==> config.mk <==
export PLATFORM = sky130hd
export DESIGN_NAME = pkt_switch_nport_flat
export DESIGN_NICKNAME = d
export VERILOG_FILES = /design/src/rtl/pkt_switch_nport_if.sv /design/src/rtl/pkt_switch_nport.sv /design/src/flat_wrapper.sv
export SDC_FILE = /design/constraint.sdc
export NUM_CORES = 1
export LEC_CHECK = 0
export CAP_MARGIN = 10
export CORE_UTILIZATION = 45
export DETAILED_ROUTE_END_ITERATION = 6
export PLACE_DENSITY_LB_ADDON = 0.08
export RECOVER_POWER = 25
export SYNTH_ARGS = -nofsm -noshare
export SYNTH_HDL_FRONTEND = slang
export SYNTH_SLANG_ARGS = --single-unit
==> constraint.sdc <==
create_clock -name clk -period 5.99 [get_ports clk]
set_input_delay 1.198 -clock clk [delete_from_list [all_inputs] [get_ports clk]]
set_output_delay 1.198 -clock clk [all_outputs]
set_load 0.01 [all_outputs]
==> src/rtl/pkt_switch_nport_if.sv <==
// Configuration bus plus ingress and per-port egress signals of pkt_switch_nport.
// The switch uses the slave view; the packet source / conf master uses the master view.
interface pkt_switch_nport_if #(
  parameter int DATA_W    = 8,
  parameter int NUM_PORTS = 4
);
  logic [15:0]                 conf_data_write;
  logic [15:0]                 conf_data_read;
  logic [3:0]                  conf_address;
  logic                        conf_read_write;
  logic                        conf_data_valid;
  logic [DATA_W-1:0]           package_in;
  logic                        package_in_start;
  logic                        package_in_valid;
  logic [NUM_PORTS*DATA_W-1:0] package_out;
  logic [NUM_PORTS-1:0]        package_out_start;
  logic [NUM_PORTS-1:0]        package_out_end;
  logic [NUM_PORTS-1:0]        read_data_valid;
  logic [NUM_PORTS-1:0]        package_ack;

  modport master (
    output conf_data_write, conf_address, conf_read_write, conf_data_valid,
    output package_in, package_in_start, package_in_valid, package_ack,
    input  conf_data_read, package_out, package_out_start, package_out_end, read_data_valid
  );

  modport slave (
    input  conf_data_write, conf_address, conf_read_write, conf_data_valid,
    input  package_in, package_in_start, package_in_valid, package_ack,
    output conf_data_read, package_out, package_out_start, package_out_end, read_data_valid
  );
endinterface

==> src/rtl/pkt_switch_nport.sv <==
// Routes one ingress packet stream to NUM_PORTS egress FIFOs by header address.
// Whole packets are admitted or dropped at the length byte; drops are counted.
module pkt_switch_nport #(
  parameter int DATA_W     = 8,
  parameter int NUM_PORTS  = 4,
  parameter int FIFO_DEPTH = 16
) (
  input logic               clk,
  input logic               rst,
  pkt_switch_nport_if.slave bus
);
  localparam int PTR_W   = $clog2(FIFO_DEPTH);
  localparam int CNT_W   = PTR_W + 1;
  localparam int PORT_W  = $clog2(NUM_PORTS);
  localparam int ENTRY_W = DATA_W + 2;

  typedef enum logic [1:0] {S_IDLE, S_LEN, S_PAYLOAD, S_DROP} state_t;

  state_t                  state_q, state_d;
  logic [DATA_W-1:0]       header_q, header_d;
  logic [DATA_W-1:0]       remaining_q, remaining_d;
  logic [PORT_W-1:0]       dest_q, dest_d, hit_port;
  logic                    first_q, first_d;
  logic                    hit, fits, wr_en, drop_inc;
  logic [ENTRY_W-1:0]      wr_entry;
  logic [DATA_W-1:0]       match_q [NUM_PORTS];
  logic                    enable_q;
  logic [15:0]             drop_cnt_q, status, rd_mux, conf_rd_q;
  logic                    conf_wr, conf_rd;
  logic [CNT_W-1:0]        fifo_cnt [NUM_PORTS];
  logic [CNT_W-1:0]        free_space;
  logic [ENTRY_W-1:0]      head [NUM_PORTS];
  logic [NUM_PORTS-1:0]    nonempty, full;
  logic [NUM_PORTS*DATA_W-1:0] out_data;
  logic [NUM_PORTS-1:0]    out_sop, out_eop;

  assign conf_wr = bus.conf_data_valid && !bus.conf_read_write;
  assign conf_rd = bus.conf_data_valid && bus.conf_read_write;

  always_comb begin
    status = '0;
    status[NUM_PORTS-1:0] = nonempty;
    status[8 +: NUM_PORTS] = full;
  end

  always_comb begin
    rd_mux = '0;
    if (bus.conf_address < 4'(NUM_PORTS)) begin
      rd_mux[DATA_W-1:0] = match_q[bus.conf_address[PORT_W-1:0]];
    end else begin
      case (bus.conf_address)
        4'h8:    rd_mux[0] = enable_q;
        4'h9:    rd_mux = drop_cnt_q;
        4'hA:    rd_mux = status;
        default: rd_mux = '0;
      endcase
    end
  end

  // A clear write beats a simultaneous drop increment.
  always_ff @(posedge clk) begin
    if (!rst) begin
      for (int k = 0; k < NUM_PORTS; k++) match_q[k] <= DATA_W'(k);
      enable_q   <= 1'b1;
      drop_cnt_q <= '0;
      conf_rd_q  <= '0;
    end else begin
      if (conf_wr && bus.conf_address < 4'(NUM_PORTS))
        match_q[bus.conf_address[PORT_W-1:0]] <= bus.conf_data_write[DATA_W-1:0];
      if (conf_wr && bus.conf_address == 4'h8) enable_q <= bus.conf_data_write[0];
      if (conf_wr && bus.conf_address == 4'h9) drop_cnt_q <= '0;
      else if (drop_inc && drop_cnt_q != 16'hFFFF) drop_cnt_q <= drop_cnt_q + 16'd1;
      if (conf_rd) conf_rd_q <= rd_mux;
    end
  end

  assign bus.conf_data_read = conf_rd_q;

  // Descending scan so the lowest matching port wins.
  always_comb begin
    hit      = 1'b0;
    hit_port = '0;
    for (int k = NUM_PORTS - 1; k >= 0; k--) begin
      if (match_q[k] == header_q) begin
        hit      = 1'b1;
        hit_port = PORT_W'(k);
      end
    end
  end

  assign free_space = CNT_W'(FIFO_DEPTH) - fifo_cnt[hit_port];
  assign fits       = 32'(bus.package_in) <= 32'(free_space);

  always_ff @(posedge clk) begin
    if (!rst) begin
      state_q     <= S_IDLE;
      header_q    <= '0;
      remaining_q <= '0;
      dest_q      <= '0;
      first_q     <= 1'b0;
    end else begin
      state_q     <= state_d;
      header_q    <= header_d;
      remaining_q <= remaining_d;
      dest_q      <= dest_d;
      first_q     <= first_d;
    end
  end

  always_comb begin
    state_d     = state_q;
    header_d    = header_q;
    remaining_d = remaining_q;
    dest_d      = dest_q;
    first_d     = first_q;
    wr_en       = 1'b0;
    wr_entry    = '0;
    drop_inc    = 1'b0;
    case (state_q)
      S_IDLE: begin
        if (bus.package_in_valid && bus.package_in_start) begin
          header_d = bus.package_in;
          state_d  = S_LEN;
        end
      end
      S_LEN: begin
        if (bus.package_in_valid) begin
          remaining_d = bus.package_in;
          if (enable_q && hit && bus.package_in != '0 && fits) begin
            dest_d  = hit_port;
            first_d = 1'b1;
            state_d = S_PAYLOAD;
          end else begin
            drop_inc = 1'b1;
            state_d  = (bus.package_in == '0) ? S_IDLE : S_DROP;
          end
        end
      end
      S_PAYLOAD: begin
        if (bus.package_in_valid) begin
          wr_en       = 1'b1;
          wr_entry    = {first_q, remaining_q == DATA_W'(1), bus.package_in};
          first_d     = 1'b0;
          remaining_d = remaining_q - DATA_W'(1);
          if (remaining_q == DATA_W'(1)) state_d = S_IDLE;
        end
      end
      S_DROP: begin
        if (bus.package_in_valid) begin
          remaining_d = remaining_q - DATA_W'(1);
          if (remaining_q == DATA_W'(1)) state_d = S_IDLE;
        end
      end
      default: state_d = S_IDLE;
    endcase
  end

  // Space was reserved at the length decision, so a push never finds a full FIFO.
  for (genvar g = 0; g < NUM_PORTS; g++) begin : g_port
    logic [ENTRY_W-1:0] mem [FIFO_DEPTH];
    logic [PTR_W-1:0]   wr_ptr, rd_ptr;
    logic [CNT_W-1:0]   cnt;
    logic               push, pop;

    assign push = wr_en && (dest_q == PORT_W'(g));
    assign pop  = (cnt != '0) && bus.package_ack[g];

    always_ff @(posedge clk) begin
      if (rst && push) mem[wr_ptr] <= wr_entry;
    end

    always_ff @(posedge clk) begin
      if (!rst) begin
        wr_ptr <= '0;
        rd_ptr <= '0;
        cnt    <= '0;
      end else begin
        if (push) wr_ptr <= wr_ptr + PTR_W'(1);
        if (pop)  rd_ptr <= rd_ptr + PTR_W'(1);
        if (push && !pop)      cnt <= cnt + CNT_W'(1);
        else if (pop && !push) cnt <= cnt - CNT_W'(1);
      end
    end

    assign fifo_cnt[g] = cnt;
    assign head[g]     = mem[rd_ptr];
    assign nonempty[g] = (cnt != '0);
    assign full[g]     = (cnt == CNT_W'(FIFO_DEPTH));
  end

  always_comb begin
    out_data = '0;
    out_sop  = '0;
    out_eop  = '0;
    for (int k = 0; k < NUM_PORTS; k++) begin
      if (nonempty[k]) begin
        out_data[k*DATA_W +: DATA_W] = head[k][DATA_W-1:0];
        out_sop[k] = head[k][DATA_W+1];
        out_eop[k] = head[k][DATA_W];
      end
    end
  end

  assign bus.package_out       = out_data;
  assign bus.package_out_start = out_sop;
  assign bus.package_out_end   = out_eop;
  assign bus.read_data_valid   = nonempty;
endmodule

==> src/flat_wrapper.sv <==
// flat-port wrapper written by rule: the top's interface ports become plain ports
module pkt_switch_nport_flat 
#(
  parameter int DATA_W     = 8,
  parameter int NUM_PORTS  = 4,
  parameter int FIFO_DEPTH = 16
)
  (clk, rst, bus_conf_data_write, bus_conf_address, bus_conf_read_write, bus_conf_data_valid, bus_package_in, bus_package_in_start, bus_package_in_valid, bus_package_ack, bus_conf_data_read, bus_package_out, bus_package_out_start, bus_package_out_end, bus_read_data_valid);
  pkt_switch_nport_if #(.DATA_W(DATA_W), .NUM_PORTS(NUM_PORTS)) bus_i ();
  input logic clk;
  input logic rst;
  input wire logic [$bits(bus_i.conf_data_write)-1:0] bus_conf_data_write;
  input wire logic [$bits(bus_i.conf_address)-1:0] bus_conf_address;
  input wire logic [$bits(bus_i.conf_read_write)-1:0] bus_conf_read_write;
  input wire logic [$bits(bus_i.conf_data_valid)-1:0] bus_conf_data_valid;
  input wire logic [$bits(bus_i.package_in)-1:0] bus_package_in;
  input wire logic [$bits(bus_i.package_in_start)-1:0] bus_package_in_start;
  input wire logic [$bits(bus_i.package_in_valid)-1:0] bus_package_in_valid;
  input wire logic [$bits(bus_i.package_ack)-1:0] bus_package_ack;
  output wire logic [$bits(bus_i.conf_data_read)-1:0] bus_conf_data_read;
  output wire logic [$bits(bus_i.package_out)-1:0] bus_package_out;
  output wire logic [$bits(bus_i.package_out_start)-1:0] bus_package_out_start;
  output wire logic [$bits(bus_i.package_out_end)-1:0] bus_package_out_end;
  output wire logic [$bits(bus_i.read_data_valid)-1:0] bus_read_data_valid;
  assign bus_i.conf_data_write = bus_conf_data_write;
  assign bus_i.conf_address = bus_conf_address;
  assign bus_i.conf_read_write = bus_conf_read_write;
  assign bus_i.conf_data_valid = bus_conf_data_valid;
  assign bus_i.package_in = bus_package_in;
  assign bus_i.package_in_start = bus_package_in_start;
  assign bus_i.package_in_valid = bus_package_in_valid;
  assign bus_i.package_ack = bus_package_ack;
  assign bus_conf_data_read = bus_i.conf_data_read;
  assign bus_package_out = bus_i.package_out;
  assign bus_package_out_start = bus_i.package_out_start;
  assign bus_package_out_end = bus_i.package_out_end;
  assign bus_read_data_valid = bus_i.read_data_valid;
  pkt_switch_nport #(.DATA_W(DATA_W), .NUM_PORTS(NUM_PORTS), .FIFO_DEPTH(FIFO_DEPTH)) u_core (.clk(clk), .rst(rst), .bus(bus_i));
endmodule
## Word-level counts from Yosys, hierarchy flattened

Memory sizes are Yosys's and may differ from the RTL's. A register that Yosys moved wholly into a read port is not among the register bits.
Cells that the tools add are included.

| operators by class | value |
|---|---|
| $lt $le $gt $ge | 3 |
| reduce and logical (&&, ||, !) cells | 61 |
| $add $sub $neg | 19 |
| muxes and demuxes | 79 |
| equal/unequal tests | 25 |
| bitwise logic cells | 2 |

Operators by type and width:

| cell | number |
|---|---|
| $mux W8 | 9 |
| $mux W5 | 10 |
| $mux W1 | 33 |
| $add A4 B1 Y4 const B | 8 |
| $eq A8 B8 Y1 | 4 |
| $mux W4 | 8 |
| $logic_and A1 B1 Y1 | 30 |
| $pmux W15 S2 | 1 |
| $mux W2 | 11 |
| $add A5 B1 Y5 const B | 4 |
| $eq A5 B5 Y1 const B | 4 |
| $mux W10 | 2 |
| $reduce_bool A5 Y1 | 4 |
| $sub A5 B1 Y5 const B | 4 |
| $add A16 B1 Y16 const B | 1 |
| $ne A16 B16 Y1 const B | 1 |
| $pmux W8 S2 | 1 |
| $eq A4 B4 Y1 const B | 3 |
| $reduce_bool A2 Y1 | 6 |
| $bmux W5 S2 | 1 |
| $logic_not A1 Y1 | 9 |
| $eq A2 B2 Y1 const B | 4 |
| $eq A8 B1 Y1 const B | 1 |
| $le A8 B5 Y1 | 1 |
| other kinds (20) | 29 |

| storage, ports and cells | value |
|---|---|
| logic and storage cells | 214 |
| output and inout port bits | 60 |
| bits in registers | 106 |
| bits in writable memories | 672 |
| memories kept | 5 |

Memories:

| name | words | bits a word | read ports | clocked after memory_dff | write ports | RTL line | RTL |
|---|---|---|---|---|---|---|---|
| u_core.g_port[0].mem | 16 | 10 | 1 | 1 | 1 | pkt_switch_nport.sv:160 | `logic [ENTRY_W-1:0] mem [FIFO_DEPTH];` |
| u_core.g_port[1].mem | 16 | 10 | 1 | 1 | 1 | pkt_switch_nport.sv:160 |  |
| u_core.g_port[2].mem | 16 | 10 | 1 | 1 | 1 | pkt_switch_nport.sv:160 |  |
| u_core.g_port[3].mem | 16 | 10 | 1 | 1 | 1 | pkt_switch_nport.sv:160 |  |
| u_core.match_q | 4 | 8 | 5 | 0 | 4 | pkt_switch_nport.sv:26 | `logic [DATA_W-1:0] match_q [NUM_PORTS];` |

## Longest topological paths before layout

An unclocked memory read counts as a cell.

| logic depth | value |
|---|---|
| word-level depth | 17 |
| gate-level depth with buffers | 22 |
| depth with buffers taken out | 19 |

## Worst setup path after synthesis

Ideal clock, no wire load.

| timing | value |
|---|---|
| path kind | register -> register |
| start | reg u_core.header_q[7] |
| end | reg u_core.drop_cnt_q[1] |
| buffers on the path | 3 |
| cell stages (with the launch flop) | 22 |
| path slack | 2.155 ns |
| required time | 5.862 ns |
| library setup time | 0.128 ns |
| clock period less this slack | 3.835 ns |
| arrival | 3.707 ns |
| cell sequence | dfxtp_1 -> buf_6 -> xor2_1 -> nor4_2 -> and2_4 -> o221a_4 -> buf_12 -> mux2i_1 -> mux2i_1 -> inv_1 -> ha_1 -> inv_1 -> nor3b_2 -> xnor2_1 -> ha_1 -> a21boi_0 -> o22a_1 -> o32a_2 -> nand2_1 -> buf_2 -> mux2i_1 -> nor2_1 |

| between the ends | value |
|---|---|
| longest elaborated chain between the ends | 16 |
| elaborated cells on any way between the ends | 25 |
| those cells by class | 1 x add/sub; 1 x order compare; 4 x eq/ne; 14 x mux; 1 x bitwise; 4 x reduce/logical |

RTL lines:

| item | RTL line | RTL |
|---|---|---|
| start, declared | pkt_switch_nport.sv:20 | `logic [DATA_W-1:0] header_q, header_d;` |
| start signal, assigned | pkt_switch_nport.sv:103 | `header_q <= header_d;` |
| $eq A8 B8 Y1 | pkt_switch_nport.sv:84 | `if (match_q[k] == header_q) begin` |
| $mux W2 (4 in series) | pkt_switch_nport.sv:84 |  |
| $not A2 Y3 (not written as such) | pkt_switch_nport.sv:91 | `assign free_space = CNT_W'(FIFO_DEPTH) - fifo_cnt[hit_port];` |
| $bmux W5 S2 | pkt_switch_nport.sv:91 |  |
| $mux W5 (not written as such) (2 in series) | pkt_switch_nport.sv:91 |  |
| $sub A5 B5 Y5 | pkt_switch_nport.sv:91 |  |
| $le A8 B5 Y1 | pkt_switch_nport.sv:92 | `assign fits = 32'(bus.package_in) <= 32'(free_space);` |
| $logic_and A1 B1 Y1 (*) | pkt_switch_nport.sv:129 | `if (enable_q && hit && bus.package_in != '0 && fits) begin` |
| $mux W1 (*) | pkt_switch_nport.sv:129 |  |
| $mux W1 (*) | pkt_switch_nport.sv:127 | `if (bus.package_in_valid) begin` |
| $mux W1 (*) | pkt_switch_nport.sv:119 | `case (state_q)` |
| $logic_and A1 B1 Y1 (*) | pkt_switch_nport.sv:72 | `else if (drop_inc && drop_cnt_q != 16'hFFFF) drop_cnt_q <= drop_cnt_q + 16'd1;` |
| end signal, assigned | pkt_switch_nport.sv:72 |  |
| end, declared | pkt_switch_nport.sv:28 | `logic [15:0] drop_cnt_q, status, rd_mux, conf_rd_q;` |

Every way passes the cells marked *; elsewhere a longest branch is shown, timed or not. The select of a mux whose other input is x is not followed.
A chain may end at the register's enable or synchronous reset.

## Final worst setup path

| timing | value |
|---|---|
| start | in bus_package_in_valid |
| end | mem u_core.g_port[0].mem[10][2] in the netlist's numbering, data pin |

| between the ends | value |
|---|---|
| longest elaborated chain between the ends | 2 |

RTL lines:

| item | RTL line | RTL |
|---|---|---|
| start, declared | flat_wrapper.sv:18 | `input wire logic [$bits(bus_i.package_in_valid)-1:0] bus_package_in_valid;` |
| $mux W10 | pkt_switch_nport.sv:140 | `if (bus.package_in_valid) begin` |
| $mux W10 | pkt_switch_nport.sv:119 |  |
| named net u_core.wr_entry[2] | pkt_switch_nport.sv:25 | `logic [ENTRY_W-1:0] wr_entry;` |
| end, declared | pkt_switch_nport.sv:160 |  |

The timed path passes the listed nets, and every way through them passes these cells.

==> metrics.md <==
| Metric | Value |
|---|---|
| VDD IR max | `around 0.21 mV` |
| EDFF count, synth | `about 670` |
| Io pins | `slightly below 100` |
| First-pass GRT wire length | `approximately 110000 microns` |
| Min Tclk post-route | `about 5000 ps` |
| Layout area overhead | `14.3%` |
| Reg2reg start | `u_core.header_q[6]` |
| Reg clk slew, reported paths | `around 60 ps` |
| HP Start | `u_core.first_q` |
| Worst setup SP type | `input pin` |
| Final period utilization | `between 80 and 90%` |
| Share of the synthesized area in the top cell type | `61.7%` |
| CTS tree | `yes` |
| Worst path required time | `around 6400 ps` |
| Pwr Total | `about 12 mW` |
| Post-CTS Setup Repair Bufs | `0` |
| Gr ovfl total | `0` |
| Initial drt markers | `between 1000 and 1500` |
| # diodes | `0` |
| Top cells by count, synth | `edfxtp_1 (672), mux4_2 (208), dfxtp_1 (122), nor2_1 (114), nand2_1 (97)` |
| RSZ-0062 raised after global routing | `no` |
| Slew at the pin closest to its max-slew limit | `2180 ps` |
| Via density per instance | `about 5.5` |
| Delay-heaviest family, CP | `simple AND/OR/NAND/NOR gates` |
| Worst relative slew slack | `-45.3%` |
| Slowest stage delay, CP | `about 1700 ps` |
| Main synth FF type | `edfxtp_1` |
| Most frequent cell after synthesis | `edfxtp_1` |
| Footprint of the multi-input gates | `approximately 9600 sq um` |
| Total number of vias | `approximately 17000` |
| Die height | `272 microns` |
| Worst reg-to-reg path cell count | `18` |
| Dpl hpwl | `~45000 microns` |
| Max-cap violations | `7` |
| GPL Wtd Cong | `~0.79` |
| Design Area, Final | `roughly 37000 sq um` |
| Residual DRC | `0` |
| Final setup fails | `0` |
| Final wirelength | `approximately 70000 microns` |
| Worst skew pair latency | `~600 ps` |
| Share of cells above drive strength 1 | `19.6%` |
| Post-synthesis cell type count | `just over 60` |
| Core Region | `between 70000 and 80000 sq um` |
| CTS Buf Count | `84` |
| Worst r2r dst | `u_core.drop_cnt_q[1]` |
| Sink Count | `794` |
| DIE WIDTH | `~270 microns` |
| FF+latch area | `approximately 23000 sq um` |
| Area post-placement | `34800 sq um` |
| Leakage Power | `~11 nW` |
| Largest net degree at the start of global routing | `53` |
| Initial antenna violation count | `1` |
| Die Area | `approximately 74000 sq um` |
| Slowest cell on the critical path | `and2_0` |
| CP Capture Point | `u_core.g_port[0].mem[10][2]` |
| Slew Viols, Final | `roughly 240` |
| Vias in the first global route | `approximately 17000` |
| Hold_buf cts | `0` |
| Top cells by area, synth | `edfxtp_1 (62%), mux4_2 (14%), dfxtp_1 (7.5%)` |
| Sequential-to-total area share from yosys stat | `between 60% and 70%` |
| Synthesized area per cell | `17.5 sq um` |
| Crit. path cell count | `6` |
| CTS root buf | `clkbuf_16` |
| Worst-path cell chain | `dlygate4sd3_1 -> clkbuf_1 -> nand2_1 -> nor2_1 -> and2_0 -> buf_4` |
| Hold Path Cell Cnt | `2` |
| Synth Register Bits | `between 700 and 800` |
| Syn Inst Count | `around 1900` |
| Power Density | `about 320 nW/um^2` |
| Post-Route Skew | `about 21 ps` |
| Post-route non-filler standard cell count | `around 3000` |
| Hold WS | `between 400 and 500 ps` |
| Inst Count DP | `roughly 2900` |
| PortBufs | `89` |
| Htree depth | `3` |
| ANT nets after route | `0` |
| Global Route Usage Sum | `between 10% and 20%` |
| Area leader, netlist | `edfxtp_1` |
| Post-CTS sizing | `0` |
| Fmax | `around 200 MHz` |
| Flop2flop setup slack | `between 1000 and 1500 ps` |
| Run status | `finished with violations` |
| NumNets Final | `between 2000 and 2500` |
| Setup CP Type | `input pin to flop` |
| Starting Density | `45.6%` |
| Routed wire per std cell | `about 24 microns` |
| Syn. warnings | `0` |
| Longest Clk Path Bufs | `3` |
| Setup crit start | `bus_package_in_valid` |
| Final Hold Fails | `0` |
| Failing checks | `capacitance limit, slew limit` |
| Crit path buf inv count | `3` |
| Arr. time, crit path | `5390 ps` |
| Synth Cell Area | `between 30000 and 40000 sq um` |
| Endpoint class of the critical path | `flop` |
| Cell Rows | `just under 100` |
| Net Count, Synth | `1956` |
| Filler cells | `~5800` |
| Router iterations before antenna repair | `5` |
| Final setup TNS | `0 ps` |
| Hold crit path type | `flop to flop` |
| Worst-path fanout max | `33` |
| Asr flop ratio synth | `0%` |
==> state kept, by name, summed over array words and instances, names as in the netlist, named ones only <==
name,cells
u_core.header_q,8
u_core.state_q,2
u_core.bus.conf_data_read,16
u_core.g_port.wr_ptr,16
u_core.g_port.mem,640
u_core.remaining_q,8
u_core.match_q,32
u_core.g_port.cnt,20
u_core.first_q,1
u_core.dest_q,2
u_core.g_port.rd_ptr,16
u_core.drop_cnt_q,16
u_core.enable_q,1
==> routing by layer <==
layer	vias to the layer above	part of all wire (%)	GRT usage, %
met2	332	49	32.0
li1	7578	-	-
met4	0	1.7	5.07
met5	-	0	0
met3	80	3.8	2.78
met1	8613	46	28.2
==> through the flow <==
stage | utilization (%) | setup WS (ps)
floorplan | - | 2160
global placement | 48.5 | 1100
detailed placement | 48.5 | 1020
CTS | 52.1 | 1100
global route | 52.1 | 677
finish | 52.1 | 984
==> tightest hold or removal path, cell delays in order, from the launching register on <==
cell and delay (ps):
dfxtp_1 300, nand2_1 50, a21boi_0 60
==> power by group <==
| group | leakage [nW] | switching, mW | internal [mW] |
|---|---|---|---|
| combinational | 3.49 | 0.551 | 0.538 |
| clock | 1.27 | 2.09 | 2.85 |
| sequential | 6.72 | 0.0594 | 5.98 |
==> cell type report <==
cell class,instances,area share [%]
Multi-Input combinational cell,943,25.6
Timing Repair Buffer,142,3.40
Clock inverter,44,0.884
Clock buffer,108,6.06
Sequential cell,794,60.6
Tap cell,950,3.18
Inverter,35,0.352
==> how the worst min path moves through the flow <==
stage	to	slack (ps)
3_5_place_dp	u_core.first_q	450
5_1_grt	u_core.bus.conf_data_read[12]	510
3_3_place_gp	u_core.first_q	450
2_1_floorplan	u_core.first_q	440
6_report	u_core.first_q	470
4_1_cts	u_core.first_q	460
==> placed cells by master (no fill, tap or decap), drive strengths merged, types with 4 or more instances in the layout <==
master         instances
o22ai                  4
a21o                   9
nor2                 114
bufinv                 4
a21oi                 25
inv                   38
or3                   11
mux2i                 26
and2                  94
nand2b                 9
a32oi                  4
o221ai                 4
edfxtp               672
buf                   50
nor3b                  8
dfxtp                122
nor3                  13
a21boi                23
xnor2                 55
or4                    4
nand4                 15
and3                  12
clkdlybuf4s50         69
nor4                   8
o21ai                 27
dlygate4sd3           19
clkbuf               112
a221oi                 6
nor2b                 17
or3b                   4
o211ai                 6
mux4                 208
fa                     4
ha                    45
nand3                 29
nand3b                 8
clkinv                34
xor2                  26
o211a                  6
nand2                 97
==> cell families (layout without fill, tap and decap cells) <==
| logic type | Yosys count | in the layout | share of synthesized area, % |
|---|---|---|---|
| multiplexers | 236 | 236 | 15.2 |
| AO/OA/AOI/OAI | 130 | 130 | 2.79 |
| AND/OR/NAND/NOR | 447 | 447 | 7.02 |
| XOR/XNOR | 81 | 81 | 2.17 |
| buffers and inverters | 132 | 329 | 1.70 |
| adder cells (fa/ha/maj) | 49 | 49 | 1.97 |
| flip-flops | 794 | 794 | 69.2 |
No activity file was read; power rests on OpenSTA's default activity.
